### src/rtl/uart_tx_buffered.sv
// rtl/uart_tx_buffered.sv - FIFO-buffered 8N1 UART transmitter
module uart_tx_buffered #(
  parameter int CLKS_PER_BIT = 868,
  parameter int FIFO_DEPTH   = 8
) (
  input  logic       clk,
  input  logic       reset,
  input  logic       wr_en,
  input  logic [7:0] wr_data,
  output logic       full,
  output logic       empty,
  output logic       overflow,
  output logic       busy,
  output logic       UART_TX
);

  localparam int PW = $clog2(FIFO_DEPTH);
  localparam int BW = (CLKS_PER_BIT > 2) ? $clog2(CLKS_PER_BIT) : 1;

  typedef enum logic [1:0] {IDLE, START, DATA, STOP} state_t;

  logic [7:0]    mem [FIFO_DEPTH];
  logic [PW-1:0] wr_ptr, rd_ptr;
  logic [PW:0]   count;

  state_t        state, state_next;
  logic [BW-1:0] baud_cnt, baud_next, baud_inc;
  logic [2:0]    bit_idx, bit_next;
  logic [7:0]    shift_reg, shift_next;
  logic          tx_next, pop, wr_accept, baud_wrap;

  assign full      = (count == (PW+1)'(FIFO_DEPTH));
  assign empty     = (count == '0);
  assign busy      = (state != IDLE);
  assign wr_accept = wr_en && !full;
  assign baud_wrap = (baud_cnt == BW'(CLKS_PER_BIT - 1));
  assign baud_inc  = baud_wrap ? '0 : baud_cnt + 1'b1;

  always_comb begin
    state_next = state;
    baud_next  = baud_cnt;
    bit_next   = bit_idx;
    shift_next = shift_reg;
    tx_next    = 1'b1;
    pop        = 1'b0;
    case (state)
      IDLE: begin
        if (!empty) begin
          pop        = 1'b1;
          shift_next = mem[rd_ptr];
          baud_next  = '0;
          bit_next   = '0;
          tx_next    = 1'b0;
          state_next = START;
        end
      end
      START: begin
        baud_next = baud_inc;
        tx_next   = 1'b0;
        if (baud_wrap) begin
          tx_next    = shift_reg[0];
          state_next = DATA;
        end
      end
      DATA: begin
        baud_next = baud_inc;
        tx_next   = shift_reg[0];
        if (baud_wrap) begin
          // Line value is registered, so present the next bit as the shift happens
          shift_next = {1'b0, shift_reg[7:1]};
          bit_next   = bit_idx + 1'b1;
          if (bit_idx == 3'd7) begin
            tx_next    = 1'b1;
            state_next = STOP;
          end else begin
            tx_next = shift_reg[1];
          end
        end
      end
      STOP: begin
        baud_next = baud_inc;
        if (baud_wrap) state_next = IDLE;
      end
      default: state_next = IDLE;
    endcase
  end

  always_ff @(posedge clk or negedge reset) begin
    if (!reset) begin
      state     <= IDLE;
      baud_cnt  <= '0;
      bit_idx   <= '0;
      shift_reg <= '0;
      UART_TX   <= 1'b1;
      wr_ptr    <= '0;
      rd_ptr    <= '0;
      count     <= '0;
      overflow  <= 1'b0;
    end else begin
      state     <= state_next;
      baud_cnt  <= baud_next;
      bit_idx   <= bit_next;
      shift_reg <= shift_next;
      UART_TX   <= tx_next;
      if (wr_accept) wr_ptr <= wr_ptr + 1'b1;
      if (pop)       rd_ptr <= rd_ptr + 1'b1;
      case ({wr_accept, pop})
        2'b10:   count <= count + 1'b1;
        2'b01:   count <= count - 1'b1;
        default: count <= count;
      endcase
      if (wr_en && full) overflow <= 1'b1;
    end
  end

  // Storage needs no reset: pointers and count define what is valid
  always_ff @(posedge clk) begin
    if (wr_accept) mem[wr_ptr] <= wr_data;
  end

endmodule

### config.mk
export PLATFORM = sky130hd
export DESIGN_NAME = uart_tx_buffered
export DESIGN_NICKNAME = d
export VERILOG_FILES = /design/src/rtl/uart_tx_buffered.sv
export SDC_FILE = /design/constraint.sdc
export NUM_CORES = 1
export LEC_CHECK = 0
export ABC_CLOCK_PERIOD_IN_PS = 5050
export CORE_ASPECT_RATIO = 0.5
export CORE_MARGIN = 2
export CORE_UTILIZATION = 41
export DETAILED_ROUTE_END_ITERATION = 8
export PLACE_DENSITY_LB_ADDON = 0.2
export SLEW_MARGIN = 20
export SYNTH_ARGS = -nofsm -noshare
export SYNTH_HDL_FRONTEND = slang
export SYNTH_SLANG_ARGS = --single-unit
export TNS_END_PERCENT = 5
### constraint.sdc
create_clock -name clk -period 5.05 [get_ports clk]
set_input_delay 1.515 -clock clk [delete_from_list [all_inputs] [get_ports clk]]
set_output_delay 1.515 -clock clk [all_outputs]
set_load 0.02 [all_outputs]
* Yosys cells after proc, flatten, opt, wreduce, memory -nomap -nowiden
Memories as Yosys holds them, arrays and structs flattened. Cells that the tools add are included.
Word-level totals: flip-flop bits (word level) 35, RAM bits 64, input bits 11, output and inout port bits 5, logic and storage cells 65, memories kept 1
Memories:
- mem | words 8, width 8, rd ports 1, clocked after memory_dff 0, wr ports 1, RTL line 22 | logic [7:0] mem [FIFO_DEPTH];
Cells by class: add/sub/neg operators 6, equal/unequal tests 13, mux-type cells 25, reductions and logical operators 11
Operator list (number):
- two-way mux 10 bit | 2
- case mux 10 bit (2 select lines) | 1
- two-way mux 8 bit | 2
- case mux 8 bit (2 select lines) | 1
- adder 10 x 1 -> 10 bit (second input constant) | 1
- equality test 10 bit (second input constant) | 1
- two-way mux 2 bit | 5
- != test 2 bit (second input constant) | 5
- adder 3 x 1 -> 3 bit (second input constant) | 3
- two-way mux 1 bit | 8
- case mux 2 bit (4 select lines) | 1
- case mux 4 bit (2 select lines) | 1
- equality test 2 bit (second input constant) | 3
- two-way mux 3 bit | 2
- case mux 3 bit (2 select lines) | 1
- nonzero test 2 bit | 3
- AND reduction 5 bit | 1
- adder 4 x 1 -> 4 bit (second input constant) | 1
- equality test 2 x 1 -> 1 bit (second input constant) | 2
- equality test 4 bit (second input constant) | 1
- zero test 4 bit | 1
- subtractor 4 x 1 -> 4 bit (second input constant) | 1
- equality test 3 bit (second input constant) | 1
- case mux 1 bit (3 select lines) | 1
- 5 further kinds | 6

* Logic depth before layout (Yosys ltp)
Gate-level depths: netlist (run 1).
depth in word-level cells 5, gate-level depth with buffers 12, depth with buffers taken out 11

* Worst setup path before layout (run 1)
No wires, ideal clock.
kind input port to flip-flop, start in wr_en, end mem mem[0][0], enable pin, data arrival time 2.699 ns, setup slack 1.956 ns, stages 3, path buffers 0, path through nor2b_1 > inv_2 > nor4_1
On the way: word-level cells in the longest chain between the ends 3
RTL lines:
- start, declared | RTL line 8 | input logic wr_en,
- logical AND 1 bit | RTL line 35 | assign wr_accept = wr_en && !full;
- two-way mux 1 bit | RTL line 118 | if (wr_accept) mem[wr_ptr] <= wr_data;
- two-way mux 1 bit (not written as such) | RTL line 118
- end, declared | RTL line 22
No other way between the ends.

* Worst setup path in the final report (run 1)
start reg count[1], end out empty
On the way: word-level cells in the longest chain between the ends 1
RTL lines:
- start, declared | RTL line 24 | logic [PW:0] count;
- start signal, assigned | RTL line 108 | 2'b10: count <= count + 1'b1;
- start signal, assigned | RTL line 109 | 2'b01: count <= count - 1'b1;
- start signal, assigned | RTL line 110 | default: count <= count;
- zero test 4 bit | RTL line 33 | assign empty = (count == '0);
- end, declared | RTL line 11 | output logic empty,
No other way between the ends.

==> metrics.csv, run 1 <==
stage,metric,value,unit
pwr,combPwrFrac,33.0,%
cts,cts_tree,done,
timing,hold_viol,0,
setup_path,path_max_fanout,7,
cts,cts.sinks,99,
setup_path,cp-startpoint,count[1],
setup_path,worstPathArrival,1.98,ns
floorplan,pin_count,16,
finish,area_delta_synth_final,13.3,%
floorplan,die_h,77.2,um
grt,antenna_found_initial,0,
outcome,status,"complete, no violations",
grt,grt-ovfl-total,0,
finish,finalNetCount,333,
floorplan,std_cell_rows,26,
grt,grt_usage,14.9,%
detailed_routing,routed_wire_length_per_instance,17.4,um
placed_design,dp.cells,437,
placed_design,place_congestion,0.797,
cts,path_clk_slew,0.07,ns
yosys,async_reset_ff_share,35.4,%
yosys,yosysTopAreaCell,edfxtp_1,
floorplan,fp.dieArea,11600,sq um
detailed_routing,dr.pass1.iters,4,
yosys,syn_avg_cell_area,15.1,sq um
timing,setup_viol,0,
cts,numCtsBuffers,9,
pwr,p_switching,0.963,mW
pwr,vdd_drop_max,0.185,mV
pwr,leakagePower,1.84,nW
finish,largest_reg_flops,64,
job,cap_viol_max_count,0,
setup_path,r2r_setup_slack,2.47,ns
timing,hold_slack,0.468,ns
detailed_routing,drc_errors,0,
timing,rsz0062_at_grt,no,
detailed_routing,via_per_inst,5.32,
pwr,p_int,1.85,mW
yosys,synthTopCellsByArea,"edfxtp_1, dfrtp_1, mux4_2, ha_1, nand2_1",
hold_path,worstHoldPathType,reg2reg,
finish,multi_input_area,1500,sq um
setup_path,crit_chain,nor4_4 > clkdlybuf4s50_1,
yosys,netlist.area_leader.share,43.8,%
yosys,synth_flop_cell,edfxtp_1,
timing,fin_ws,1.56,ns
placed_design,dpl.hpwl,5240,um
hold_path,whs_endpoint,overflow,
timing,report.final.slew_viol_count,0,
timing,worst_pin_slew,1.00,ns
finish,regArea,2800,sq um
yosys,synth_edf_count,64,
timing,period_needed,3.49,ns
setup_path,crit_type,reg2out,
placed_design,pre_cts_ws,1.25,ns
cts,cts-root-buf,clkbuf_16,
setup_path,r2r-end,count[2],
floorplan,initial_utilization,42.6,%
cts,clockBufferDepth,2,
hold_path,hp-start,overflow,
detailed_routing,vias,2412,
grt,grt_pass1_vias,2415,
cts,clock_latency,0.35,ns
setup_path,critPathCaptureType,primary output,
finish,final_cells,453,
finish,drive_above_1_share,16.3,%
detailed_routing,ant_nets,0,
yosys,ys_warn_count,0,
pwr,p_sw_share,34.2,%
floorplan,die_w,150,um
finish,layout.core_utilization,48.2,%
pwr,p_per_area,566,nW/um^2
yosys,ys_seq_elements,99,
detailed_routing,drt-total-wl,7890,um
detailed_routing,drt_iter0_markers,157,
yosys,syn-num-nets,315,
timing,setup_tns,0,ns
yosys,yosys.cell_types.count,51,
cts,postCtsHoldBufs,0,
grt,grt_max_degree,36,
timing,period_share,69.2,%
yosys,syn_area,4390,sq um
grt,grt_first_pass_wirelength,12800,um
setup_path,rr_worst_depth,10,
finish,nFillCells,883,
cts,cts-resized-gates,0,
hold_path,min_path_cells,1,
yosys,syn_inst,290,
placed_design,io_buffers,15,
cts,cts_max_level,3,
timing,max_freq,286,MHz
timing,skew,0.00500,ns
timing,relSlewSlack,33.0,%
setup_path,r2r-start,count[1],
pwr,clockPowerShare,23.4,%
setup_path,start_kind,flop,
setup_path,slowest_stage,clkdlybuf4s50_1,
yosys,ys_seq_area_share,63.8,%
setup_path,crit_required,3.54,ns
pwr,p_seq_share,43.7,%
floorplan,core-area,10300,sq um
setup_path,cp_num_buf_inv,1,
cts,post-cts-setup-buffer-count,0,
setup_path,path_delay_family,buffers and inverters,
finish,n_antenna_cell,0,
setup_path,cpPeakStageDelay,0.68,ns
-- metrics by stage --
stage,total power [mW],area [sq um]
2_1_floorplan,1.93,4390
3_3_place_gp,2.14,4680
3_5_place_dp,2.18,4680
4_1_cts,2.84,4960
5_1_grt,2.99,4970
6_report,2.82,4970
-- cell type report --
class	count	area share, %
Clock buffer	9	4.53
Clock inverter	7	1.21
Inverter	10	0.755
Multi-Input combinational cell	169	30.2
Sequential cell	99	56.3
Tap cell	140	3.52
Timing Repair Buffer	19	3.52
-- cell usage after synthesis (2+ instances only) --
library cell / n
o211ai_1: 2
nand2_1: 21
dfrtp_1: 34
a22o_1: 2
inv_2: 2
mux2i_1: 7
a21o_1: 3
and2_1: 2
mux2_2: 2
nand3b_1: 3
o21ai_0: 2
inv_1: 8
nand3_1: 4
nor3_1: 9
buf_2: 4
xnor2_1: 5
xor2_1: 6
nand2b_1: 10
o221ai_1: 4
clkbuf_1: 6
mux4_2: 16
a21oi_1: 7
o21ai_1: 2
a31oi_1: 6
nor2b_1: 2
a21bo_1: 2
ha_1: 14
edfxtp_1: 64
nor2_1: 11
nand4_1: 4
o22ai_1: 3
mux2_1: 4
-- power by group through the flow --
stage          logic, mW  registers, mW  clock network [mW]
2_1_floorplan      0.753           1.18                   0
3_3_place_gp       0.911           1.23                   0
3_5_place_dp       0.934           1.24                   0
4_1_cts            0.937           1.23               0.674
5_1_grt             1.03           1.26               0.707
6_report           0.928           1.23               0.658
-- worst max path at each step --
stage / to / slack, ns / depth (start not counted)
2_1_floorplan: mem[0][0] / 1.96 / 3
4_1_cts: empty / 1.55 / 2
3_5_place_dp: mem[3][3] / 1.25 / 4
5_1_grt: count[2] / 1.45 / 10
6_report: empty / 1.56 / 2
3_3_place_gp: mem[3][3] / 1.31 / 4
-- cell families (layout without fill, tap and decap cells) --
group	after synthesis	count (layout)	share of synthesized area (%)
xor gates and xnor gates	11	11	2.19
AOI/OAI and AO/OA	39	39	6.64
DFF	99	99	63.8
buffers and inverters	22	45	2.25
adders and majority gates	14	14	3.99
muxes	30	30	11.7
and+or+nand+nor	75	75	9.49
-- worst reg2reg max path, cell delays in order (launching register included) --
cell and delay (ns):
dfrtp_1 0.48, nor4_4 0.47, nand2b_1 0.27, inv_2 0.08
ha_1 0.28, xor2_1 0.17, ha_1 0.19, a21oi_1 0.15
xor2_1 0.17, nor2_1 0.07, xor2_1 0.13
-- layout by cell type, fill, tap and decap left out, types with 2 or more instances in the layout --
master and instances:
o211ai_1 2, a21bo_1 2, mux2_2 2, mux2_1 4, nor2b_1 2, nor3_2 3, mux4_2 16, xnor2_1 5
buf_4 4, clkinvlp_4 3, nand3b_1 3, nand4_1 4, xor2_1 6, dfrtp_1 34, inv_2 2, o21ai_1 2
clkdlybuf4s50_1 14, nor2_1 11, o22ai_1 3, a22o_1 2, a21o_1 3, o221ai_1 4, nand2b_1 10, and2_1 2
nand3_1 4, ha_1 14, a31oi_1 6, nand2_1 21, edfxtp_1 64, clkbuf_16 9, mux2i_1 7, nor3_1 7
inv_8 3, o21ai_0 2, a21oi_1 7, inv_1 8
-- routing by layer --
layer	track usage, %	wire length [um]	vias to the layer above
met1	20.4	3730	1225
met3	5.00	351	9
met5	0	0	-
met2	22.3	3680	44
li1	-	-	1134
met4	5.09	115	0
No activity file was read; power rests on OpenSTA's default activity.
==> run 2: changes to the inputs <==
- ABC_CLOCK_PERIOD_IN_PS: 5050 -> 2900
- clock period: 5.05 -> 2.9 ns (I/O delays scaled with it)
==> metrics.csv, run 2 (same netlist as run 1, synthesis figures left out) <==
stage,metric,value,unit
grt,grt-ovfl-total,0,
timing,hold_viol,0,
floorplan,fp.dieArea,11600,sq um
finish,drive_above_1_share,18.8,%
floorplan,die_h,77.2,um
placed_design,dpl.hpwl,5380,um
detailed_routing,routed_wire_length_per_instance,17.5,um
grt,grt_max_degree,36,
finish,largest_reg_flops,64,
hold_path,hp-start,overflow,
cts,clock_latency,0.34,ns
timing,skew,0.0121,ns
finish,finalNetCount,344,
placed_design,place_congestion,0.751,
timing,setup_viol,0,
floorplan,core-area,10300,sq um
cts,cts_tree,done,
finish,n_antenna_cell,0,
cts,numCtsBuffers,9,
outcome,status,"complete, no violations",
setup_path,start_kind,flop,
grt,grt_usage,15.3,%
cts,clockBufferDepth,2,
grt,grt_pass1_vias,2486,
placed_design,pre_cts_ws,0.0881,ns
cts,cts_max_level,3,
cts,cts-resized-gates,0,
setup_path,cp.depth,2,
finish,layout_common_cells,"edfxtp_1, dfrtp_1, nand2_1",
finish,final_common_cell,edfxtp_1,
detailed_routing,ant_nets,0,
floorplan,initial_utilization,42.6,%
detailed_routing,drc_errors,0,
cts,post-cts-setup-buffer-count,0,
detailed_routing,drt_iter0_markers,130,
setup_path,critPathCaptureType,primary output,
setup_path,path_delay_family,buffers and inverters,
placed_design,io_buffers,15,
timing,period_share,96.0,%
timing,rsz0062_at_grt,no,
setup_path,crit_chain,nor4_4 > clkdlybuf4s50_1,
detailed_routing,drt-total-wl,8120,um
pwr,leakagePower,1.89,nW
grt,antenna_found_initial,0,
timing,period_needed,2.78,ns
setup_path,crit_type,reg2out,
grt,grt_first_pass_wirelength,13200,um
setup_path,slowest_stage,clkdlybuf4s50_1,
setup_path,path_max_fanout,7,
pwr,vdd_drop_max,0.376,mV
cts,cts.sinks,99,
setup_path,cpPeakStageDelay,0.69,ns
cts,path_clk_slew,0.06,ns
setup_path,rr_worst_depth,10,
setup_path,crit_required,2.03,ns
finish,design_area,5050,sq um
floorplan,die_w,150,um
detailed_routing,dr.pass1.iters,4,
timing,fin_ws,0.116,ns
finish,area_delta_synth_final,15.0,%
hold_path,worstHoldPathType,reg2reg,
job,cap_viol_max_count,0,
setup_path,r2r-start,count[1],
timing,setup_tns,0,ns
timing,worst_pin_slew,1.02,ns
pwr,fin_total_pwr,4.97,mW
floorplan,pin_count,16,
cts,cts-root-buf,clkbuf_16,
timing,max_freq,359,MHz
setup_path,cp-startpoint,count[1],
detailed_routing,via_per_inst,5.26,
setup_path,worstPathArrival,1.91,ns
floorplan,std_cell_rows,26,
cts,postCtsHoldBufs,0,
timing,report.final.slew_viol_count,0,
pwr,p_per_area,984,nW/um^2
timing,relSlewSlack,31.9,%
timing,hold_slack,0.466,ns
placed_design,place_area,4760,sq um
setup_path,cp_num_buf_inv,1,
hold_path,min_path_cells,1,
detailed_routing,vias,2439,
[run 2: final timing paths]
path	slack [ns]	endpoint
max	0.12	empty
max reg2reg	0.44	count[2]
max in group asynchronous	1.77	shift_reg[6]
min reg2reg	0.47	overflow
min	0.47	overflow
min in group asynchronous	0.62	wr_ptr[1]
[run 2: area by class of cell]
type,instances,area [sq um]
Sequential cell,99,2800
Clock inverter,6,57.6
Multi-Input combinational cell,169,1500
Fill cell,887,5260
Timing Repair Buffer,30,258
Inverter,10,37.5
Tap cell,140,175
Clock buffer,10,229
[run 2: through the flow]
step	util [%]	cells
after global routing	49.0	464
after global placement	46.2	448
after detailed placement	46.2	448
after CTS	49.0	464
final	49.0	464
after floorplan	-	290
[run 2: worst register-to-register path, cell delays in order, from the launching register on]
cell,delay (ns)
dfrtp_1,0.48
nor4_4,0.41
nand2b_1,0.27
inv_2,0.09
ha_1,0.23
xor2_1,0.15
ha_1,0.20
a21oi_1,0.14
xor2_1,0.16
nor2_1,0.06
xor2_1,0.14
[run 2: where the power goes]
| group | switching [mW] | internal [mW] | leakage [nW] | total [mW] |
|---|---|---|---|---|
| sequential | 0.296 | 1.84 | 1.01 | 2.14 |
| combinational | 0.860 | 0.834 | 0.747 | 1.69 |
| clock | 0.535 | 0.601 | 0.135 | 1.14 |
| total | 1.69 | 3.28 | 1.89 | 4.97 |
[run 2: layer usage]
| metal | up-vias | part of all wire (%) | global-route usage, % |
|---|---|---|---|
| li1 | 1169 | - | - |
| met1 | 1235 | 47 | 21.1 |
| met2 | 31 | 48 | 24.0 |
| met3 | 4 | 4.2 | 4.23 |
| met4 | 0 | 0.36 | 3.96 |
| met5 | - | 0 | 0 |
==> run 3: changes to the inputs <==
- CORE_UTILIZATION: 41 -> 35
- PLACE_DENSITY_LB_ADDON: 0.2 -> unset
==> metrics.csv, run 3 (same netlist as run 1, synthesis figures left out) <==
stage,metric,value,unit
outcome,status,"complete, no violations",
finish,final_common_cell,edfxtp_1,
placed_design,dpl.hpwl,5570,um
job,cap_viol_max_count,0,
timing,period_share,97.9,%
finish,layout_common_cells,"edfxtp_1, dfrtp_1, nand2_1",
placed_design,pre_cts_ws,0.139,ns
setup_path,r2r-start,count[1],
finish,largest_reg_flops,64,
timing,report.final.slew_viol_count,0,
detailed_routing,drt_iter0_markers,101,
timing,max_freq,352,MHz
cts,cts.sinks,99,
detailed_routing,routed_wire_length_per_instance,16.8,um
cts,clock_latency,0.34,ns
timing,period_needed,2.84,ns
timing,skew,0.00813,ns
timing,fin_ws,0.0618,ns
cts,clockBufferDepth,2,
floorplan,die_h,83.2,um
setup_path,r2r_setup_slack,0.45,ns
pwr,leakagePower,1.91,nW
setup_path,worstPathArrival,1.97,ns
cts,cts_tree,done,
setup_path,crit_chain,nor4b_2 > clkdlybuf4s50_1,
detailed_routing,ant_nets,0,
cts,path_clk_slew,0.07,ns
setup_path,path_delay_family,buffers and inverters,
finish,drive_above_1_share,18.8,%
detailed_routing,drc_errors,0,
floorplan,die_w,162,um
grt,antenna_found_initial,0,
setup_path,critPathCaptureType,primary output,
floorplan,fp.dieArea,13500,sq um
grt,grt_usage,13.2,%
timing,hold_viol,0,
cts,postCtsHoldBufs,0,
cts,numCtsBuffers,9,
grt,grt_pass1_vias,2537,
hold_path,hp-start,overflow,
setup_path,cpPeakStageDelay,0.69,ns
floorplan,std_cell_rows,28,
detailed_routing,dr.pass1.iters,4,
detailed_routing,drt-total-wl,8220,um
finish,n_antenna_cell,0,
detailed_routing,via_per_inst,5.03,
setup_path,crit_type,reg2out,
timing,rsz0062_at_grt,no,
setup_path,crit_required,2.03,ns
cts,cts_max_level,3,
floorplan,core-area,12000,sq um
setup_path,slowest_stage,clkdlybuf4s50_1,
pwr,p_per_area,996,nW/um^2
grt,grt_first_pass_wirelength,13600,um
timing,worst_pin_slew,0.992,ns
setup_path,cp-startpoint,count[1],
finish,finalNetCount,344,
finish,layout.core_utilization,42.6,%
setup_path,start_kind,flop,
finish,area_delta_synth_final,16.7,%
setup_path,cp_num_buf_inv,1,
timing,setup_viol,0,
detailed_routing,vias,2458,
placed_design,io_buffers,15,
setup_path,path_max_fanout,7,
timing,setup_tns,0,ns
cts,cts-root-buf,clkbuf_16,
timing,relSlewSlack,33.6,%
grt,grt-ovfl-total,0,
floorplan,pin_count,16,
placed_design,place_congestion,0.744,
hold_path,worstHoldPathType,reg2reg,
pwr,vdd_drop_max,0.369,mV
floorplan,initial_utilization,36.5,%
grt,grt_max_degree,36,
[run 3: changes by cell type in the layout (fill, tap and decap cells not counted)]
cell / change
clkbuf_1: -1
clkinvlp_4: -1
buf_2: -1
bufinv_16: +1
inv_8: +1
clkdlybuf4s50_1: +1
clkinv_4: -1
clkinv_8: +1
[run 3: where the power goes]
part	switching, mW	internal, mW
logic	0.859	0.828
clock network	0.571	0.701
registers	0.305	1.84
[run 3: layout make-up]
type | count | area, sq um
flip-flops and latches | 99 | 2800
well taps | 165 | 206
fillers | 1050 | 6890
clock inverters | 7 | 98.8
clock buffers | 9 | 225
repair buffers | 30 | 263
inverters | 10 | 37.5
multi-input cells | 169 | 1500
[run 3: timing repair]
action | CTS | global route
endpoints found under the setup margin | 0 | 1
buffers inserted | 0 | 0
resized for setup | 0 | 1
[run 3: through the flow]
| stage | std cells | area [sq um] | total power [mW] | hold slack (ns) |
|---|---|---|---|---|
| floorplan | 290 | 4390 | 3.37 | 0.441 |
| global placement | 473 | 4800 | 3.79 | 0.437 |
| detailed placement | 473 | 4800 | 3.88 | 0.455 |
| CTS | 489 | 5120 | 5.16 | 0.472 |
| global route | 489 | 5120 | 5.44 | 0.501 |
| finish | 489 | 5120 | 5.11 | 0.471 |
[run 3: layer usage]
layer  track usage (%)  part of all wire, %
met4              3.70                 0.99
met5                 0                    0
met2              20.9                   48
met1              17.6                   46
met3              4.35                  5.6
[run 3: final timing paths]
| path | end | cells past startpoint |
|---|---|---|
| setup / recovery | full | 2 |
| hold / removal | overflow | 1 |
| setup reg to reg | count[2] | 10 |
| hold reg to reg | overflow | 1 |
| max in group asynchronous | UART_TX | 2 |
| min in group asynchronous | wr_ptr[2] | 2 |
